==> config.mk <==
export PLATFORM = sky130hd
export DESIGN_NAME = div_issue_ctrl_flat
export DESIGN_NICKNAME = d
export VERILOG_FILES = /design/src/rtl/div_issue_ctrl_pkg.sv /design/src/rtl/div_issue_ctrl_if.sv /design/src/rtl/div_issue_ctrl_special_case.sv /design/src/rtl/div_issue_ctrl.sv /design/src/flat_wrapper.sv
export SDC_FILE = /design/constraint.sdc
export NUM_CORES = 1
export LEC_CHECK = 0
export ABC_AREA = 1
export CAP_MARGIN = 30
export CORE_MARGIN = 10
export CORE_UTILIZATION = 39
export DETAILED_ROUTE_END_ITERATION = 10
export PLACE_DENSITY_LB_ADDON = 0.08
export SKIP_LAST_GASP = 1
export SYNTH_ARGS = -nofsm -noshare
export SYNTH_HDL_FRONTEND = slang
export SYNTH_SLANG_ARGS = --single-unit
==> constraint.sdc <==
create_clock -name clk -period 2.4 [get_ports clk]
set_clock_uncertainty 0.1 [all_clocks]
set_input_delay 0.6 -clock clk [delete_from_list [all_inputs] [get_ports clk]]
set_output_delay 0.6 -clock clk [all_outputs]
set_load 0.05 [all_outputs]
==> src/rtl/div_issue_ctrl_pkg.sv <==
`default_nettype none
// ============================================================================
//  Module      : div_ctrl_pkg
//  Description : Shared types, opcodes and helpers for the divider issue
//                sequencer.
//  Revision    : 1.0 - initial release
// ============================================================================
package div_ctrl_pkg;

    // Shared divide/remainder opcode encoding used by issue
    localparam logic [2:0] OP_DIV   = 3'd0;
    localparam logic [2:0] OP_DIVU  = 3'd1;
    localparam logic [2:0] OP_REM   = 3'd2;
    localparam logic [2:0] OP_REMU  = 3'd3;
    localparam logic [2:0] OP_DIVW  = 3'd4;
    localparam logic [2:0] OP_DIVUW = 3'd5;
    localparam logic [2:0] OP_REMW  = 3'd6;
    localparam logic [2:0] OP_REMUW = 3'd7;

    // 32-bit architectural special-case constants
    localparam logic [31:0] DIV_ZERO_QUO = 32'hFFFF_FFFF;
    localparam logic [31:0] INT_MIN      = 32'h8000_0000;
    localparam logic [31:0] NEG_ONE      = 32'hFFFF_FFFF;

    typedef enum logic [2:0] {
        IDLE  = 3'd0,
        FAST  = 3'd1,
        START = 3'd2,
        WAIT  = 3'd3,
        HOLD  = 3'd4,
        DRAIN = 3'd5
    } state_t;

    function automatic logic is_signed(input logic [2:0] sel);
        return (sel == OP_DIV) || (sel == OP_REM) ||
               (sel == OP_DIVW) || (sel == OP_REMW);
    endfunction

    function automatic logic is_rem(input logic [2:0] sel);
        return (sel == OP_REM) || (sel == OP_REMU) ||
               (sel == OP_REMW) || (sel == OP_REMUW);
    endfunction

    function automatic logic is_word(input logic [2:0] sel);
        return (sel == OP_DIVW) || (sel == OP_DIVUW) ||
               (sel == OP_REMW) || (sel == OP_REMUW);
    endfunction

endpackage
`default_nettype wire

==> src/rtl/div_issue_ctrl_if.sv <==
`default_nettype none
// ============================================================================
//  Module      : div_issue_ctrl_if
//  Description : Request, divider and writeback signals of the divider
//                issue sequencer. slave = controller view, master = the
//                surrounding pipeline (issue, divider, writeback).
//  Revision    : 1.0 - initial release
// ============================================================================
interface div_issue_ctrl_if #(
    parameter int XLEN  = 32,
    parameter int DW    = 64,
    parameter int TAG_W = 4
);
    logic             req_valid;
    logic             req_ready;
    logic [XLEN-1:0]  req_op1;
    logic [XLEN-1:0]  req_op2;
    logic [2:0]       req_select;
    logic [TAG_W-1:0] req_tag;

    logic             div_start;
    logic [DW-1:0]    div_inp1;
    logic [DW-1:0]    div_inp2;
    logic             div_ready;
    logic [DW-1:0]    div_quo;
    logic [DW-1:0]    div_rem;

    logic             resp_valid;
    logic             resp_ready;
    logic [TAG_W-1:0] resp_tag;
    logic [XLEN-1:0]  resp_result;

    modport slave (
        input  req_valid, req_op1, req_op2, req_select, req_tag,
        output req_ready,
        output div_start, div_inp1, div_inp2,
        input  div_ready, div_quo, div_rem,
        output resp_valid, resp_tag, resp_result,
        input  resp_ready
    );

    modport master (
        output req_valid, req_op1, req_op2, req_select, req_tag,
        input  req_ready,
        input  div_start, div_inp1, div_inp2,
        output div_ready, div_quo, div_rem,
        input  resp_valid, resp_tag, resp_result,
        output resp_ready
    );
endinterface
`default_nettype wire

==> src/rtl/div_issue_ctrl_special_case.sv <==
`default_nettype none
// ============================================================================
//  Module      : div_special_case
//  Description : Detects divide-by-zero and signed overflow and produces the
//                architecturally defined result for them.
//  Revision    : 1.0 - initial release
// ============================================================================
module div_special_case
    import div_ctrl_pkg::*;
#(
    parameter int XLEN = 32
) (
    input  wire logic [XLEN-1:0] op1,
    input  wire logic [XLEN-1:0] op2,
    input  wire logic [2:0]      select,
    output logic                 is_special,
    output logic [XLEN-1:0]      special_result
);

    localparam logic [XLEN-1:0] c_xlen_int_min = {1'b1, {(XLEN-1){1'b0}}};

    logic            w_word;
    logic            w_div_zero;
    logic            w_overflow;
    logic [XLEN-1:0] w_op1_res;

    // Word ops return their 32-bit result sign-extended to XLEN
    generate
        if (XLEN > 32) begin : g_wide
            assign w_op1_res = w_word ? {{(XLEN-32){op1[31]}}, op1[31:0]} : op1;
        end else begin : g_narrow
            assign w_op1_res = op1;
        end
    endgenerate

    // Classify the operands and pick the locally resolved result
    always_comb begin
        w_word     = is_word(select);
        w_div_zero = w_word ? (op2[31:0] == 32'd0) : (op2 == '0);
        w_overflow = is_signed(select) &&
                     (w_word ? ((op1[31:0] == INT_MIN) && (op2[31:0] == NEG_ONE))
                             : ((op1 == c_xlen_int_min) && (op2 == '1)));
        is_special = w_div_zero || w_overflow;
        special_result = '0;
        if (w_div_zero) begin
            special_result = is_rem(select) ? w_op1_res : '1;
        end else if (w_overflow) begin
            special_result = is_rem(select) ? '0 : w_op1_res;
        end
    end

endmodule
`default_nettype wire

==> src/rtl/div_issue_ctrl.sv <==
`default_nettype none
// ============================================================================
//  Module      : div_issue_ctrl
//  Description : Sequences one divide/remainder request at a time into the
//                multi-cycle divider, resolving div-by-zero and signed
//                overflow locally, and returns a tagged result to writeback.
//  Revision    : 1.0 - initial release
// ============================================================================
module div_issue_ctrl
    import div_ctrl_pkg::*;
#(
    parameter int XLEN  = 32,
    parameter int DW    = 64,
    parameter int TAG_W = 4
) (
    input  wire logic       clk,
    input  wire logic       rst,
    input  wire logic       flush,
    output logic            busy,
    div_issue_ctrl_if.slave bus
);

    state_t          r_state;
    logic [XLEN-1:0] r_op1;
    logic [XLEN-1:0] r_op2;
    logic [2:0]      r_sel;

    logic [XLEN-1:0] w_sc_op1;
    logic [XLEN-1:0] w_sc_op2;
    logic [2:0]      w_sc_sel;
    logic            w_is_special;
    logic [XLEN-1:0] w_special_result;
    logic            w_accept;
    logic            w_sext;
    logic [DW-1:0]   w_ext1;
    logic [DW-1:0]   w_ext2;
    logic [XLEN-1:0] w_div_result;
    logic            w_unused_bits;

    // In IDLE the special-case check looks at the incoming request so the
    // FAST/START decision can be made at accept; afterwards it sees the
    // latched operands so FAST produces the result from stable values.
    always_comb begin
        w_sc_op1 = (r_state == IDLE) ? bus.req_op1    : r_op1;
        w_sc_op2 = (r_state == IDLE) ? bus.req_op2    : r_op2;
        w_sc_sel = (r_state == IDLE) ? bus.req_select : r_sel;
    end

    div_special_case #(.XLEN(XLEN)) u_special (
        .op1            (w_sc_op1),
        .op2            (w_sc_op2),
        .select         (w_sc_sel),
        .is_special     (w_is_special),
        .special_result (w_special_result)
    );

    // Operand extension to divider width and result selection
    always_comb begin
        w_accept = bus.req_valid && bus.req_ready && !flush;
        w_sext   = is_signed(bus.req_select);
        if (is_word(bus.req_select)) begin
            w_ext1 = {{(DW-32){w_sext & bus.req_op1[31]}}, bus.req_op1[31:0]};
            w_ext2 = {{(DW-32){w_sext & bus.req_op2[31]}}, bus.req_op2[31:0]};
        end else begin
            w_ext1 = {{(DW-XLEN){w_sext & bus.req_op1[XLEN-1]}}, bus.req_op1};
            w_ext2 = {{(DW-XLEN){w_sext & bus.req_op2[XLEN-1]}}, bus.req_op2};
        end
        w_div_result  = is_rem(r_sel) ? bus.div_rem[XLEN-1:0] : bus.div_quo[XLEN-1:0];
        w_unused_bits = ^{bus.div_quo[DW-1:XLEN], bus.div_rem[DW-1:XLEN]};
    end

    // Sequencer FSM; every output is registered and set on the transition
    always_ff @(posedge clk) begin
        if (rst) begin
            r_state         <= IDLE;
            r_op1           <= '0;
            r_op2           <= '0;
            r_sel           <= '0;
            bus.req_ready   <= 1'b1;
            bus.div_start   <= 1'b0;
            bus.div_inp1    <= '0;
            bus.div_inp2    <= '0;
            bus.resp_valid  <= 1'b0;
            bus.resp_tag    <= '0;
            bus.resp_result <= '0;
            busy            <= 1'b0;
        end else begin
            case (r_state)
                IDLE: begin
                    if (w_accept) begin
                        r_op1         <= bus.req_op1;
                        r_op2         <= bus.req_op2;
                        r_sel         <= bus.req_select;
                        bus.resp_tag  <= bus.req_tag;
                        bus.div_inp1  <= w_ext1;
                        bus.div_inp2  <= w_ext2;
                        bus.req_ready <= 1'b0;
                        busy          <= 1'b1;
                        if (w_is_special) begin
                            r_state <= FAST;
                        end else begin
                            r_state       <= START;
                            bus.div_start <= 1'b1;
                        end
                    end
                end
                FAST: begin
                    if (flush) begin
                        r_state       <= IDLE;
                        bus.req_ready <= 1'b1;
                        busy          <= 1'b0;
                    end else begin
                        r_state         <= HOLD;
                        bus.resp_result <= w_special_result;
                        bus.resp_valid  <= 1'b1;
                    end
                end
                START: begin
                    // The start pulse has already gone out, so a flush here
                    // must still drain the divider's result.
                    bus.div_start <= 1'b0;
                    r_state       <= flush ? DRAIN : WAIT;
                end
                WAIT: begin
                    if (bus.div_ready) begin
                        if (flush) begin
                            r_state       <= IDLE;
                            bus.req_ready <= 1'b1;
                            busy          <= 1'b0;
                        end else begin
                            r_state         <= HOLD;
                            bus.resp_result <= w_div_result;
                            bus.resp_valid  <= 1'b1;
                        end
                    end else if (flush) begin
                        r_state <= DRAIN;
                    end
                end
                HOLD: begin
                    if (flush || bus.resp_ready) begin
                        r_state        <= IDLE;
                        bus.resp_valid <= 1'b0;
                        bus.req_ready  <= 1'b1;
                        busy           <= 1'b0;
                    end
                end
                DRAIN: begin
                    if (bus.div_ready) begin
                        r_state       <= IDLE;
                        bus.req_ready <= 1'b1;
                        busy          <= 1'b0;
                    end
                end
                default: begin
                    r_state        <= IDLE;
                    bus.req_ready  <= 1'b1;
                    bus.div_start  <= 1'b0;
                    bus.resp_valid <= 1'b0;
                    busy           <= 1'b0;
                end
            endcase
        end
    end

endmodule
`default_nettype wire

==> src/flat_wrapper.sv <==
// flat-port wrapper written by rule: the top's interface ports become plain ports
module div_issue_ctrl_flat import div_ctrl_pkg::*;
#(
    parameter int XLEN  = 32,
    parameter int DW    = 64,
    parameter int TAG_W = 4
)
  (clk, rst, flush, busy, bus_req_valid, bus_req_op1, bus_req_op2, bus_req_select, bus_req_tag, bus_req_ready, bus_div_start, bus_div_inp1, bus_div_inp2, bus_div_ready, bus_div_quo, bus_div_rem, bus_resp_valid, bus_resp_tag, bus_resp_result, bus_resp_ready);
  div_issue_ctrl_if #(.XLEN(XLEN), .DW(DW), .TAG_W(TAG_W)) bus_i ();
  input  wire logic clk;
  input  wire logic rst;
  input  wire logic flush;
  output logic busy;
  input wire logic [$bits(bus_i.req_valid)-1:0] bus_req_valid;
  input wire logic [$bits(bus_i.req_op1)-1:0] bus_req_op1;
  input wire logic [$bits(bus_i.req_op2)-1:0] bus_req_op2;
  input wire logic [$bits(bus_i.req_select)-1:0] bus_req_select;
  input wire logic [$bits(bus_i.req_tag)-1:0] bus_req_tag;
  output wire logic [$bits(bus_i.req_ready)-1:0] bus_req_ready;
  output wire logic [$bits(bus_i.div_start)-1:0] bus_div_start;
  output wire logic [$bits(bus_i.div_inp1)-1:0] bus_div_inp1;
  output wire logic [$bits(bus_i.div_inp2)-1:0] bus_div_inp2;
  input wire logic [$bits(bus_i.div_ready)-1:0] bus_div_ready;
  input wire logic [$bits(bus_i.div_quo)-1:0] bus_div_quo;
  input wire logic [$bits(bus_i.div_rem)-1:0] bus_div_rem;
  output wire logic [$bits(bus_i.resp_valid)-1:0] bus_resp_valid;
  output wire logic [$bits(bus_i.resp_tag)-1:0] bus_resp_tag;
  output wire logic [$bits(bus_i.resp_result)-1:0] bus_resp_result;
  input wire logic [$bits(bus_i.resp_ready)-1:0] bus_resp_ready;
  assign bus_i.req_valid = bus_req_valid;
  assign bus_i.req_op1 = bus_req_op1;
  assign bus_i.req_op2 = bus_req_op2;
  assign bus_i.req_select = bus_req_select;
  assign bus_i.req_tag = bus_req_tag;
  assign bus_req_ready = bus_i.req_ready;
  assign bus_div_start = bus_i.div_start;
  assign bus_div_inp1 = bus_i.div_inp1;
  assign bus_div_inp2 = bus_i.div_inp2;
  assign bus_i.div_ready = bus_div_ready;
  assign bus_i.div_quo = bus_div_quo;
  assign bus_i.div_rem = bus_div_rem;
  assign bus_resp_valid = bus_i.resp_valid;
  assign bus_resp_tag = bus_i.resp_tag;
  assign bus_resp_result = bus_i.resp_result;
  assign bus_i.resp_ready = bus_resp_ready;
  div_issue_ctrl #(.XLEN(XLEN), .DW(DW), .TAG_W(TAG_W)) u_core (.clk(clk), .rst(rst), .flush(flush), .busy(busy), .bus(bus_i));
endmodule
# [Yosys cells after proc, flatten, opt, wreduce, memory -nomap -nowiden]
# Index checks and enable logic that the tools add are counted.
[totals] regBits=176 latchBits=0 ram_bits=0 rom_bits=0 in_bits=205 output_inout_bits=168 wordCells=115 memories=0
[classes] n_addsub=0 multipliers=0 div=0 n_lt_le_gt_ge=0 n_eq_ne=27 n_shift=0 muxes=39 bitwise_logic=5 reduce_logical=32
[op_table] operator="$mux 32" n=10
[op_table] operator="$eq 32x32->1 const B" n=2
[op_table] operator="$pmux 32 s2" n=1
[op_table] operator="$logic_not 32->1" n=1
[op_table] operator="$eq 3x3->1 const B" n=9
[op_table] operator="$mux 3" n=8
[op_table] operator="$eq 3x2->1 const B" n=7
[op_table] operator="$pmux 3 s6" n=1
[op_table] operator="$logic_or 1x1->1" n=14
[op_table] operator="$mux 1" n=14
[op_table] operator="$pmux 1 s6" n=2
[op_table] operator="$ne 2x2->1 const B" n=5
[op_table] operator="$logic_not 3->1" n=3
[op_table] operator="$reduce_and 4->1" n=2
[op_table] operator="$reduce_and 3->1" n=2
[op_table] operator="$reduce_and 5->1" n=1
[op_table] operator="$logic_and 1x1->1" n=4
[op_table] operator="$ne 2x1->1 const B" n=2
[op_table] operator="$pmux 1 s4" n=1
[op_table] operator="$reduce_or 4->1" n=1
[op_table] operator="$eq 3x1->1 const B" n=1
[op_table] operator="$ne 3x3->1 const B" n=1
[op_table] operator="$not 1->1" n=3
[op_table] operator="$reduce_or 3->1" n=1
[op_table] operator="6 further kinds" n=7

# [Logic depth before layout (Yosys ltp)]
# Gate-level depths: netlist of the first run.
[logic_depth] ltp_word=11 depth_mapped=17 depth_no_buf=16

# [Modules after synthesis]
# From an unflattened synthesis of the first run, not the netlist that was laid out.
[hier_totals] cells_unflattened=1016 area_unflattened_um2=6720.2
[modules_own_cells] module="div_issue_ctrl" n_inst=1 cells_per_inst=894 area_each_um2=6070.8
[modules_own_cells] module="div_special_case" n_inst=1 cells_per_inst=122 area_each_um2=649.4

# [Worst setup path before layout of the first run]
# No wires, ideal clock.
[synth_timing] kind="register to output" from="reg u_core.bus.div_inp1[32] (netlist name)" to="out bus_div_inp1[33]" arrival_ps=1463 path_slack_ps=237 stages_incl_launch_ff=2 n_path_buf=1 path_cell_list="dfxtp_1 > buf_4"
[synth_rtl] item="end: declaration" line_no="flat_wrapper.sv:21" source="output wire logic [$bits(bus_i.div_inp1)-1:0] bus_div_inp1;"

# [Final worst setup path of the first run]
[layout_timing] from="reg u_core.r_state[1]" to="reg u_core.bus.resp_result[18]"
[layout_via] elab_chain_len=11 word_cells_on_any_way=34
[layout_rtl] item="start: declaration" line_no="div_issue_ctrl.sv:23" source="state_t r_state;"
[layout_rtl] item="start signal: assignment" line_no="div_issue_ctrl.sv:122" source="r_state <= flush ? DRAIN : WAIT;"
[layout_rtl] item="$logic_not 3->1" line_no="div_issue_ctrl.sv:44, div_issue_ctrl.sv:45, div_issue_ctrl.sv:46"
[layout_rtl] item="$mux 3" line_no="div_issue_ctrl.sv:46" source="w_sc_sel = (r_state == IDLE) ? bus.req_select : r_sel;"
[layout_rtl] item="$eq 3x2->1, or another cell as far along" line_no="div_issue_ctrl_pkg.sv:35, div_issue_ctrl_pkg.sv:40"
[layout_rtl] item="$logic_or 1x1->1, on equally long branches (2 in a row)" line_no="div_issue_ctrl_pkg.sv:40, div_issue_ctrl_pkg.sv:35"
[layout_rtl] item="$logic_or 1x1->1, on equally long branches" line_no="div_issue_ctrl_pkg.sv:41, div_issue_ctrl_pkg.sv:36"
[layout_rtl] item="$mux 32 / $logic_and 1x1->1 (equally long branches)" line_no="div_issue_ctrl_special_case.sv:48, div_issue_ctrl_special_case.sv:40"
[layout_rtl] item="$mux 32" line_no="div_issue_ctrl_special_case.sv:47" source="end else if (w_overflow) begin"
[layout_rtl] item="$mux 32" line_no="div_issue_ctrl_special_case.sv:45" source="if (w_div_zero) begin"
[layout_rtl] item="$mux 32" line_no="div_issue_ctrl.sv:108" source="if (flush) begin"
[layout_rtl] item="$pmux 32 s2" line_no="div_issue_ctrl.sv:88" source="case (r_state)"
[layout_rtl] item="end signal: assignment" line_no="div_issue_ctrl.sv:114" source="bus.resp_result <= w_special_result;"
[layout_rtl] item="end signal: assignment" line_no="div_issue_ctrl.sv:132" source="bus.resp_result <= w_div_result;"
[layout_rtl] item="end: declaration" line_no="div_issue_ctrl_if.sv:38" source="output resp_valid, resp_tag, resp_result,"
# Parallel ways exist; a longest one is shown, timed or not. The select of a mux whose other input is x is not followed.
# A chain may end at the register's enable or synchronous reset.

==> results.toml, run 1 <==
[die]
die_h_um = 148.9
rows = 47
initial_core_util_pct = 39.38
core-area_um2 = 16470
die_width_um = 148.9
die-area_um2 = 22180
ios = 373

[timing]
rsz0062_at_grt = "true"
period_needed_ns = 2.319
slew_headroom_pct = 60.07
setup_viol = 0
worst_slack_ns = 0.08069
slew_viol_final = 0
finalCritPeriodShare_pct = 96.64
tightest_slew_ns = 0.5971
fmax_mhz = 431.2
hold_viol = 0

[cts]
cts_tree = "yes"
htreeDepth = 3
cts_made_buffers = 9
clk_pin_slew_ns = 0.08
clockBufferDepth = 2
cts.sink_count = 111
postCtsHoldBufs = 0
insertion_delay_ns = 0.35
root_buffer = "clkbuf_16"

[placement]
dp.cells = 1418
dp_hpwl_mm = 19.03
place_congestion = 0.8668
io_buffer_count = 307
dpl_worst_slack_ns = -0.1688

[grt]
overflow = 0
grt_max_degree = 65
grt_pass1_vias = 6598
grt_pass1_wl_mm = 37.42
antenna_found_initial = 0
grt_util_all_layers_pct = 21.05

[setup_path]
crit_family = "simple AND/OR/NAND/NOR gates"
crit_path_cell_trace = "nor2_4 > buf_6 > buf_4 > nand2_4 > nand2_1 > nand2_1 > nor3_2 > nand2_1 > nor2_2 > nand2_2 > clkinv_4 > buf_6 > o211ai_1 > a31oi_1"
worst-endpoint-arrival_ns = 2.50
worstPathRequired_ns = 2.58
worstSetupPathType = "flip-flop to flip-flop"
cp.buffers_inverters = 4
path_max_fanout = 6
r2r_cells = 14
cp_slowest_stage_delay_ns = 0.37
critPathMostFrequentCell = "nand2_1"
cpMaxStageDelayCell = "dfxtp_4"
critPathLaunchType = "flip-flop"
crit_path_end_kind = "flip-flop"
cp_num_cells = 14

[detailed_routing]
first_iter_violations = 535
wirelength_mm = 25.80
ant_nets = 0
drtPass1Iterations = 5
viasPerCell = 4.979
drc = 0
post_drt_wl_per_cell_um = 17.81
vias = 7215

[finish]
nFillCells = 1433
final_common_cell = "clkdlybuf4s50_1"
layout.cells.non_filler = 1449
mostFrequentLayoutCells = "clkdlybuf4s50_1 (242), nand2_1 (168), nor2_1 (120)"
layout-area-overhead-vs-synth_pct = 67.64
drive_gt1_share_pct = 19.04
n_antenna_cell = 0
seq_area_um2 = 2228
multiInputGateArea_um2 = 3438
finalNetCount = 1430

[pwr]
p_leak_nw = 4.255
power_density_nw_per_um2 = 581.6
peakVddDrop_uv = 362.2

[run_status]
status = "finished clean"

[synth]
synth_edf_count = 0
syn_area_um2 = 6484
synthCells = 969
syn_avg_cell_area_um2 = 6.691
synth_fp_nets = 1174
async_flop_share_pct = 0
synthFlopType = "dfxtp_1"
yosys_warnings = 0
ys_seq_area_share_pct = 34.27
ys_seq_elements = 111
synth_cell_types = 29

[hold_path]
hold-path-cell-count = 2
min_path_type = "flip-flop to flip-flop"

[job]
drv_cap = 0
-- per-stage QoR --
step | hold slack (ns) | setup TNS, ns | power (W) | utilization [%] | area (um2)
floorplan | 0.3297 | 0 | 0.003651 | - | 6484
global placement | 0.3393 | -3.201 | 0.004670 | 61.99 | 10210
detailed placement | 0.3468 | -2.819 | 0.004690 | 61.99 | 10210
CTS | 0.3566 | 0 | 0.006105 | 63.60 | 10470
global route | 0.3772 | -0.05293 | 0.006626 | 66.01 | 10870
finish | 0.3582 | 0 | 0.006322 | 66.01 | 10870
-- cells in the mapped netlist (31+ instances only) --
cell | count | area (um2)
nor2_1 | 128 | 480.5
o21ai_0 | 93 | 465.5
dfxtp_1 | 111 | 2222
or2_2 | 31 | 193.9
a21oi_1 | 36 | 180.2
clkbuf_1 | 46 | 172.7
nand3_1 | 51 | 255.2
a31oi_1 | 33 | 206.5
nand2_1 | 184 | 690.7
o211ai_1 | 47 | 352.8
buf_4 | 65 | 488.0
inv_1 | 59 | 221.5
-- flip-flops by register name, indices dropped and copies added, names as in the netlist --
name	cells
u_core.bus.req_ready	1
u_core.r_sel	2
u_core.bus.div_inp2	2
u_core.r_op2	31
u_core.bus.resp_result	32
u_core.bus.div_start	1
u_core.bus.resp_valid	1
u_core.r_op1	31
u_core.busy	1
u_core.r_state	3
u_core.bus.div_inp1	2
u_core.bus.resp_tag	4
-- power by group --
part           internal (W)  total, W  switching, W  leakage [nW]
clock network      0.000701   0.00143      0.000725         0.121
registers           0.00199   0.00207     0.0000867         0.909
logic               0.00115   0.00282       0.00167          3.23
total               0.00384   0.00632       0.00248          4.26
-- kinds of logic (layout without fill, tap and decap cells) --
group | after synthesis | count (layout) | share of synthesized area [%]
AO/OA/AOI/OAI | 245 | 245 | 22.10
buffers and inverters | 192 | 450 | 15.77
flip-flops | 111 | 111 | 34.27
AND/OR/NAND/NOR | 421 | 423 | 27.87
-- metal layers --
metal  track usage (%)  routed length, um  up-vias
met5                 0                  0        -
li1                  -                  -     3688
met4             5.005                303        0
met2             34.63              12510      221
met1             26.23              10870     3287
met3             6.584               2127       19
-- area by class of cell --
class | count | share of cell area (%)
Tap cell | 220 | 2.533
Multi-Input combinational cell | 668 | 31.63
Timing Repair Buffer | 372 | 40.62
Clock inverter | 5 | 0.3338
Inverter | 63 | 2.268
Clock buffer | 10 | 2.107
Sequential cell | 111 | 20.50
-- worst min-delay path, delay by kind of cell, from the launching register on --
family,cells,cell delay (ns)
buffers and inverters,1,0.05
flip-flops,1,0.31
AO/OA/AOI/OAI,1,0.05
-- what timing repair did --
action                                  in CTS  in global routing
endpoints found under the setup margin       0                 34
setup buffers                                0                  9
gates resized for setup                      0                 66
-- path summary, 6_finish.rpt --
check             slack [ns]                              start                                 endpoint
hold reg to reg         0.36  u_core.bus.div_start$_SDFFE_PP0P_        u_core.bus.div_start$_SDFFE_PP0P_
setup / recovery        0.08     u_core.r_state[1]$_SDFFE_PP0P_  u_core.bus.resp_result[18]$_SDFFE_PP0P_
setup reg to reg        0.08     u_core.r_state[1]$_SDFFE_PP0P_  u_core.bus.resp_result[18]$_SDFFE_PP0P_
hold / removal          0.36  u_core.bus.div_start$_SDFFE_PP0P_        u_core.bus.div_start$_SDFFE_PP0P_
Note: power is estimated with default switching activity, not from simulation.
==> run 2: changes to the inputs <==
--- a/config.mk
+++ b/config.mk
@@ -10,6 +10,7 @@
 export CORE_MARGIN = 10
 export CORE_UTILIZATION = 39
 export DETAILED_ROUTE_END_ITERATION = 10
+export HOLD_SLACK_MARGIN = 0.12
 export PLACE_DENSITY_LB_ADDON = 0.08
 export SKIP_LAST_GASP = 1
 export SYNTH_ARGS = -nofsm -noshare
==> results of run 2 <==
Same layout as run 1: the final DEF is identical, and so are final timing and power.
